[src/rtl/spirose_sched_pkg.sv]
// ============================================================================
// Module   : spirose_sched_pkg
// Purpose  : Shared constants and FSM state type for the slice scheduler.
// Revision : 1.0 - initial release
// ============================================================================
`default_nettype none

package spirose_sched_pkg;

  localparam int SLICES_PER_TURN = 256;
  localparam int PERIOD_W        = 24;

  typedef enum logic [1:0] {
    S_IDLE    = 2'd0,
    S_MEASURE = 2'd1,
    S_RUN     = 2'd2
  } sched_state_t;

endpackage : spirose_sched_pkg

`default_nettype wire

[src/rtl/sync_edge_detect.sv]
// ============================================================================
// Module   : sync_edge_detect
// Purpose  : 2-FF synchronizer with a registered rising-edge pulse; the pulse
//            appears three clocks after the asynchronous input rises.
// Revision : 1.0 - initial release
// ============================================================================
`default_nettype none

module sync_edge_detect (
  input  logic clk,
  input  logic nrst,
  input  logic async_in,
  output logic rise_pulse
);

  logic r_meta;
  logic r_sync;
  logic r_sync_d;
  logic r_pulse;

  always_ff @(posedge clk or negedge nrst) begin
    if (!nrst) begin
      r_meta   <= 1'b0;
      r_sync   <= 1'b0;
      r_sync_d <= 1'b0;
      r_pulse  <= 1'b0;
    end else begin
      r_meta   <= async_in;
      r_sync   <= r_meta;
      r_sync_d <= r_sync;
      r_pulse  <= r_sync & ~r_sync_d;
    end
  end

  assign rise_pulse = r_pulse;

endmodule : sync_edge_detect

`default_nettype wire

[src/rtl/slice_scheduler.sv]
// ============================================================================
// Module   : slice_scheduler
// Purpose  : Locks onto a rotation sync pulse, measures the revolution period
//            and issues SLICES_PER_TURN evenly spaced slices per turn.
//            Optional statistics outputs: define SLICE_SCHED_STATS_EN.
// Revision : 1.0 - initial release
// ============================================================================
`default_nettype none

module slice_scheduler #(
  parameter int SLICES_PER_TURN = spirose_sched_pkg::SLICES_PER_TURN,
  parameter int PERIOD_W        = spirose_sched_pkg::PERIOD_W,
  parameter int MIN_PERIOD      = 4 * SLICES_PER_TURN
) (
  input  logic                               clk,
  input  logic                               nrst,
  input  logic                               position_sync,
  input  logic                               slice_ready,
  output logic                               slice_valid,
  output logic [$clog2(SLICES_PER_TURN)-1:0] slice_index,
  output logic                               turn_start,
  output logic                               blank,
  output logic                               overrun
`ifdef SLICE_SCHED_STATS_EN
  ,
  output logic [PERIOD_W-1:0]                turn_period,
  output logic [15:0]                        overrun_count
`endif
);

  import spirose_sched_pkg::*;

  localparam int                 c_idx_w      = $clog2(SLICES_PER_TURN);
  localparam logic [c_idx_w-1:0] c_idx_max    = c_idx_w'(SLICES_PER_TURN - 1);
  localparam logic [PERIOD_W:0]  c_acc_step   = (PERIOD_W + 1)'(SLICES_PER_TURN);
  localparam logic [PERIOD_W-1:0] c_min_period = PERIOD_W'(MIN_PERIOD);
  localparam logic [PERIOD_W-1:0] c_cnt_max    = '1;

  sched_state_t        r_state;
  sched_state_t        w_state_next;

  logic [PERIOD_W-1:0] r_counter;
  logic [PERIOD_W-1:0] r_period;
  logic [PERIOD_W:0]   r_acc;
  logic [PERIOD_W:0]   w_acc_sum;
  logic [c_idx_w-1:0]  r_index;
  logic                r_valid;
  logic                r_turn_start;
  logic                r_overrun;

  logic                w_edge;
  logic                w_timeout;
  logic                w_accept;
  logic                w_tick;
  logic                w_issue;
  logic                w_overrun_evt;
  logic                w_enter_idle;

  sync_edge_detect u_sync_edge (
    .clk        (clk),
    .nrst       (nrst),
    .async_in   (position_sync),
    .rise_pulse (w_edge)
  );

  // Timeout only matters while locked or measuring; in IDLE a saturated
  // counter must still let the first edge through.
  assign w_timeout = (r_counter == c_cnt_max) && (r_state != S_IDLE);
  assign w_accept  = w_edge && (r_counter >= c_min_period) && !w_timeout;

  // Phase accumulator: adds SLICES_PER_TURN per clock and wraps at the
  // period, so one tick every period/SLICES_PER_TURN clocks without a divider.
  assign w_acc_sum = r_acc + c_acc_step;
  assign w_tick    = (r_state == S_RUN) && !w_accept && (w_acc_sum >= {1'b0, r_period});

  // A tick at the saturated index produces no new slice.
  assign w_issue       = (w_accept && (r_state != S_IDLE)) || (w_tick && (r_index != c_idx_max));
  assign w_overrun_evt = w_issue && r_valid && !slice_ready;
  assign w_enter_idle  = (r_state != S_IDLE) && (w_state_next == S_IDLE);

  // FSM state register
  always_ff @(posedge clk or negedge nrst) begin
    if (!nrst) begin
      r_state <= S_IDLE;
    end else begin
      r_state <= w_state_next;
    end
  end

  // FSM next-state logic
  always_comb begin
    w_state_next = r_state;
    case (r_state)
      S_IDLE: begin
        if (w_accept) begin
          w_state_next = S_MEASURE;
        end
      end
      S_MEASURE: begin
        if (w_timeout) begin
          w_state_next = S_IDLE;
        end else if (w_accept) begin
          w_state_next = S_RUN;
        end
      end
      S_RUN: begin
        if (w_timeout) begin
          w_state_next = S_IDLE;
        end
      end
      default: begin
        w_state_next = S_IDLE;
      end
    endcase
  end

  // FSM outputs
  always_comb begin
    blank = 1'b1;
    if (r_state == S_RUN) begin
      blank = 1'b0;
    end
  end

  always_ff @(posedge clk or negedge nrst) begin
    if (!nrst) begin
      r_counter    <= '0;
      r_period     <= '0;
      r_acc        <= '0;
      r_index      <= '0;
      r_valid      <= 1'b0;
      r_turn_start <= 1'b0;
      r_overrun    <= 1'b0;
    end else begin
      r_turn_start <= w_accept;

      if (w_accept) begin
        r_counter <= '0;
      end else if (r_counter != c_cnt_max) begin
        r_counter <= r_counter + 1'b1;
      end

      if (w_accept) begin
        r_acc <= '0;
        if (r_state != S_IDLE) begin
          r_period <= r_counter + 1'b1;
          r_index  <= '0;
        end
      end else if (r_state == S_RUN) begin
        if (w_tick) begin
          r_acc <= w_acc_sum - {1'b0, r_period};
          if (r_index != c_idx_max) begin
            r_index <= r_index + 1'b1;
          end
        end else begin
          r_acc <= w_acc_sum;
        end
      end

      if (w_enter_idle) begin
        r_valid <= 1'b0;
      end else if (w_issue) begin
        r_valid <= 1'b1;
      end else if (r_valid && slice_ready) begin
        r_valid <= 1'b0;
      end

      if (w_overrun_evt) begin
        r_overrun <= 1'b1;
      end
    end
  end

  assign slice_valid = r_valid;
  assign slice_index = r_index;
  assign turn_start  = r_turn_start;
  assign overrun     = r_overrun;

`ifdef SLICE_SCHED_STATS_EN
  logic [15:0] r_overrun_count;

  always_ff @(posedge clk or negedge nrst) begin
    if (!nrst) begin
      r_overrun_count <= '0;
    end else if (w_overrun_evt && (r_overrun_count != 16'hFFFF)) begin
      r_overrun_count <= r_overrun_count + 16'd1;
    end
  end

  assign turn_period   = r_period;
  assign overrun_count = r_overrun_count;
`endif

endmodule : slice_scheduler

`default_nettype wire

[config.mk]
export PLATFORM = sky130hd
export DESIGN_NAME = slice_scheduler
export DESIGN_NICKNAME = d
export VERILOG_FILES = /design/src/rtl/spirose_sched_pkg.sv /design/src/rtl/sync_edge_detect.sv /design/src/rtl/slice_scheduler.sv
export SDC_FILE = /design/constraint.sdc
export NUM_CORES = 1
export LEC_CHECK = 0
export CORE_MARGIN = 5
export CORE_UTILIZATION = 40
export CTS_CLUSTER_SIZE = 25
export DETAILED_ROUTE_END_ITERATION = 6
export HOLD_SLACK_MARGIN = 0.06
export PLACE_DENSITY = 0.62
export SLEW_MARGIN = 20
export SYNTH_ARGS = -nofsm -noshare
export SYNTH_HDL_FRONTEND = slang
export SYNTH_SLANG_ARGS = --single-unit
[constraint.sdc]
create_clock -name clk -period 3.5 [get_ports clk]
set_input_delay 0.7 -clock clk [delete_from_list [all_inputs] [get_ports clk]]
set_output_delay 0.7 -clock clk [all_outputs]
set_load 0.02 [all_outputs]
==> summary.txt <==
Slowest stage delay, CP = 0.37 ns
Post-Synthesis Net Count = 659
Clock Sink Count = 90
Pwr Total = 2.12 mW
Placed Instance Area = 6230 um2
Vias per Instance = 5.68
Hold-critical path endpoint = u_sync_edge.r_sync
IR Drop Worst-Case VDD = 0.195 mV
Synth cell count leaders = dfrtp_1, nand2_1, a21oi_1
Clk network pwr share = 49.7%
Synthesized netlist cell count = 626
Die Y = 130 um
Yosys top cell by area = dfrtp_1
WP data arrival = 3.73 ns
Psw = 0.437 mW
Crit Path Category = flip-flop to flip-flop
Die X = 130 um
Global-route wire length before repair = 23.3 mm
Critical path buffers and inverters = 1
Remaining number of nets flagged by the antenna check after routing = 0
Min-Delay Path Class = flip-flop to flip-flop
Initial DRT Pass Iterations = 5
Internal Pwr Total = 1.69 mW
Ys flop type = dfrtp_1
Slew @ Worst Pin = 0.757 ns
Total length of routed wires = 14.3 mm
Antenna Diode Count = 0
Boundary Pins = 16
Synth-to-layout area growth = 16.8%
Vias in the first global route = 4,718
Worst Reg-to-Reg Cells = 15
Placed wire-length estimate = 10.5 mm
Unrepaired setup endpoints after global routing = true
Clock tree buffer depth = 2
Share of total power in sequential cells = 49.1%
Initial cell density of the core = 41.0%
Detailed-route via count = 4,824
Period utilisation layout = 100%
Number of antenna violations at the first check in global routing = 0
FF+latch count, synth = 90
Data required time of the worst path = 3.73 ns
Met1 usage in global routing = 24.4%
Met2 track demand over resource = 27.5%
Hold Vio Cnt, Final = 0
Power density cells = 317 nW/um2
Top fanout value on the critical path = 5
Post-synth design cell area = 5730 um2
GR Util All Layers = 17.5%
Final std cell area, no fill = 6700 um2
Most numerous cell in the Yosys netlist = dfrtp_1
Worst Setup End Kind = flip-flop
Clock input transition at the sequential cells of the worst setup and hold paths = 0.07 ns
FF-to-FF Start = r_acc[13]
Residual overflow from global routing = 0
Headroom to the max-slew limit = 49.6%
Worst clock skew on the final layout = 0.00910 ns
Element type at the critical path start = flip-flop
Achievable Freq = 0.286 GHz
Share of cells above drive strength 1 = 14.2%
DRC violations left = 0
Min cycle time layout = 3.50 ns
Async set or reset register ratio after synthesis = 100%
Net count reported at finish = 699
Number of placement rows = 43
Setup slack of the worst register-to-register path = 0.0002 ns
Switching power share of the total = 20.6%
Synthesized area divided by synthesized cell count = 9.16 um2
PortBufs = 15
Clock insertion delay at the later pin of the skew report = 0.35 ns
Maximum level of the CTS H-tree = 3
Top post-synthesis cells by area = dfrtp_1, ha_1, xnor2_1, a21oi_1, nand2_1
Critical register-to-register path endpoint = r_acc[24]
Total clock buffers created by CTS = 9
Global routing met3 resource utilization = 2.33%
Slowest cell on the critical path = a211oi_1
Detailed Route Iter0 Violations = 364
Highest-utilization routing layer at the global route stage = met2
Count of warnings emitted by yosys = 0
Number of pins exceeding their max-slew limit in the final report = 0
Static leakage = 2.96 nW
Number of distinct library cell variants in the gate-level netlist after synthesis = 77
Result of the run = complete, no violations
Share of the yosys chip area belonging to registers = 39.3%
Clock tree from TritonCTS = built
Hold buffers post-CTS = 0
Die Area = 16,800 um2
Worst-path cell chain = and4_4, and4_4, nand2_4, o21ai_1, nand2_4, ha_4, buf_4, and3_1, nand3_1, a211oi_1, a311o_1, o41ai_4, o21ai_1, nor3_1, a221o_1
Final setup violation count = 0
Proportion of netlist area held by the largest area contributor = 39.3%
Max-Cap Viols = 0
Cell family with the largest share of critical-path delay = compound AO/OA/AOI/OAI gates
Largest net degree at the start of global routing = 59
Wire length per cell = 16.8 um
GPL Wtd Cong = 0.926
Cell depth of the worst min-delay path = 0
Count of flip-flops with a built-in enable after synthesis = 0
Core area = 14,000 um2
Clock root buffer = clkbuf_16
Hold path startpoint = u_sync_edge.r_meta
Combinational Power Share = 1.2%
[power by group through the flow]
| stage | clock network (mW) | logic, mW | registers (mW) |
|---|---|---|---|
| after floorplan | 0 | 0.000578 | 1.06 |
| after detailed placement | 0 | 0.0275 | 1.06 |
| after global routing | 1.11 | 0.0306 | 1.04 |
| after global placement | 0 | 0.0268 | 1.06 |
| after CTS | 1.07 | 0.0273 | 1.04 |
| final | 1.06 | 0.0251 | 1.04 |
[how the worst max path moves through the flow]
stage                     cells past startpoint  startpoint        endpoint
after detailed placement                     15    r_acc[9]       r_acc[17]
after floorplan                              16   r_acc[10]  slice_index[5]
after CTS                                    15   r_acc[10]       r_acc[17]
final                                        15   r_acc[13]       r_acc[24]
after global placement                       15   r_acc[10]        r_acc[5]
after global routing                         15   r_acc[13]       r_acc[24]
[final cells by class]
cell class,instances,area [um2]
Timing Repair Buffer,50,430
Multi-Input combinational cell,472,3310
Clock buffer,10,239
Sequential cell,90,2250
Fill cell,1321,7290
Inverter,43,161
Tap cell,180,225
Clock inverter,4,77.6
[metal layers]
layer	vias to the layer above	part of all wire, %
met1	2352	48
met5	-	0
met3	24	3.9
li1	2330	-
met4	0	2.3
met2	118	46
[sequential cells by signal (all words and copies together), names as in the netlist]
signal and flops:
overrun 1, u_sync_edge.rise_pulse 1, r_acc 25, slice_index 8, r_period 24, u_sync_edge.r_sync_d 1
u_sync_edge.r_sync 1, slice_valid 1, turn_start 1, u_sync_edge.r_meta 1, r_counter 24, r_state 2
[kinds of logic (layout without fill, tap and decap cells)]
kind of cell	count (synthesis)	after routing	synth area share, %
and+or+nand+nor	205	205	18.8
AOI/OAI and AO/OA	174	174	20.6
buffers and inverters	64	107	4.80
xor gates and xnor gates	54	54	8.25
DFF	90	90	39.3
muxes	9	9	1.62
adders and majority gates	30	30	6.63
[placed cells by master (no fill, tap or decap), types with 9 or more instances in the layout]
cell type / n
a21o_1: 12
a21oi_1: 45
and3_1: 10
buf_4: 33
clkbuf_16: 9
clkdlybuf4s50_1: 14
dfrtp_1: 90
ha_1: 25
inv_1: 41
nand2_1: 54
nand3_1: 28
nand4_1: 9
nor2_1: 39
nor3_1: 12
o21ai_0: 39
xnor2_1: 34
xor2_1: 19
[through the flow]
| step | setup WS (ns) | instances | utilization, % | setup TNS, ns | hold slack [ns] |
|---|---|---|---|---|---|
| after floorplan | 0.0275 | 626 | - | 0 | 0.331 |
| after global placement | 0.0765 | 831 | 44.5 | 0 | 0.337 |
| after detailed placement | -0.00913 | 831 | 44.5 | -0.0176 | 0.337 |
| after CTS | 0.0147 | 845 | 46.9 | 0 | 0.352 |
| after global routing | -0.0466 | 849 | 47.9 | -0.201 | 0.365 |
| final | 0.000249 | 849 | 47.9 | 0 | 0.351 |
[repair_timing]
action / in CTS / in global routing
setup buffers: 0 / 4
gates resized for setup: 3 / 19
setup endpoints to repair: 16 / 28
pin swaps: 0 / 13
No activity file was read; power rests on OpenSTA's default activity.
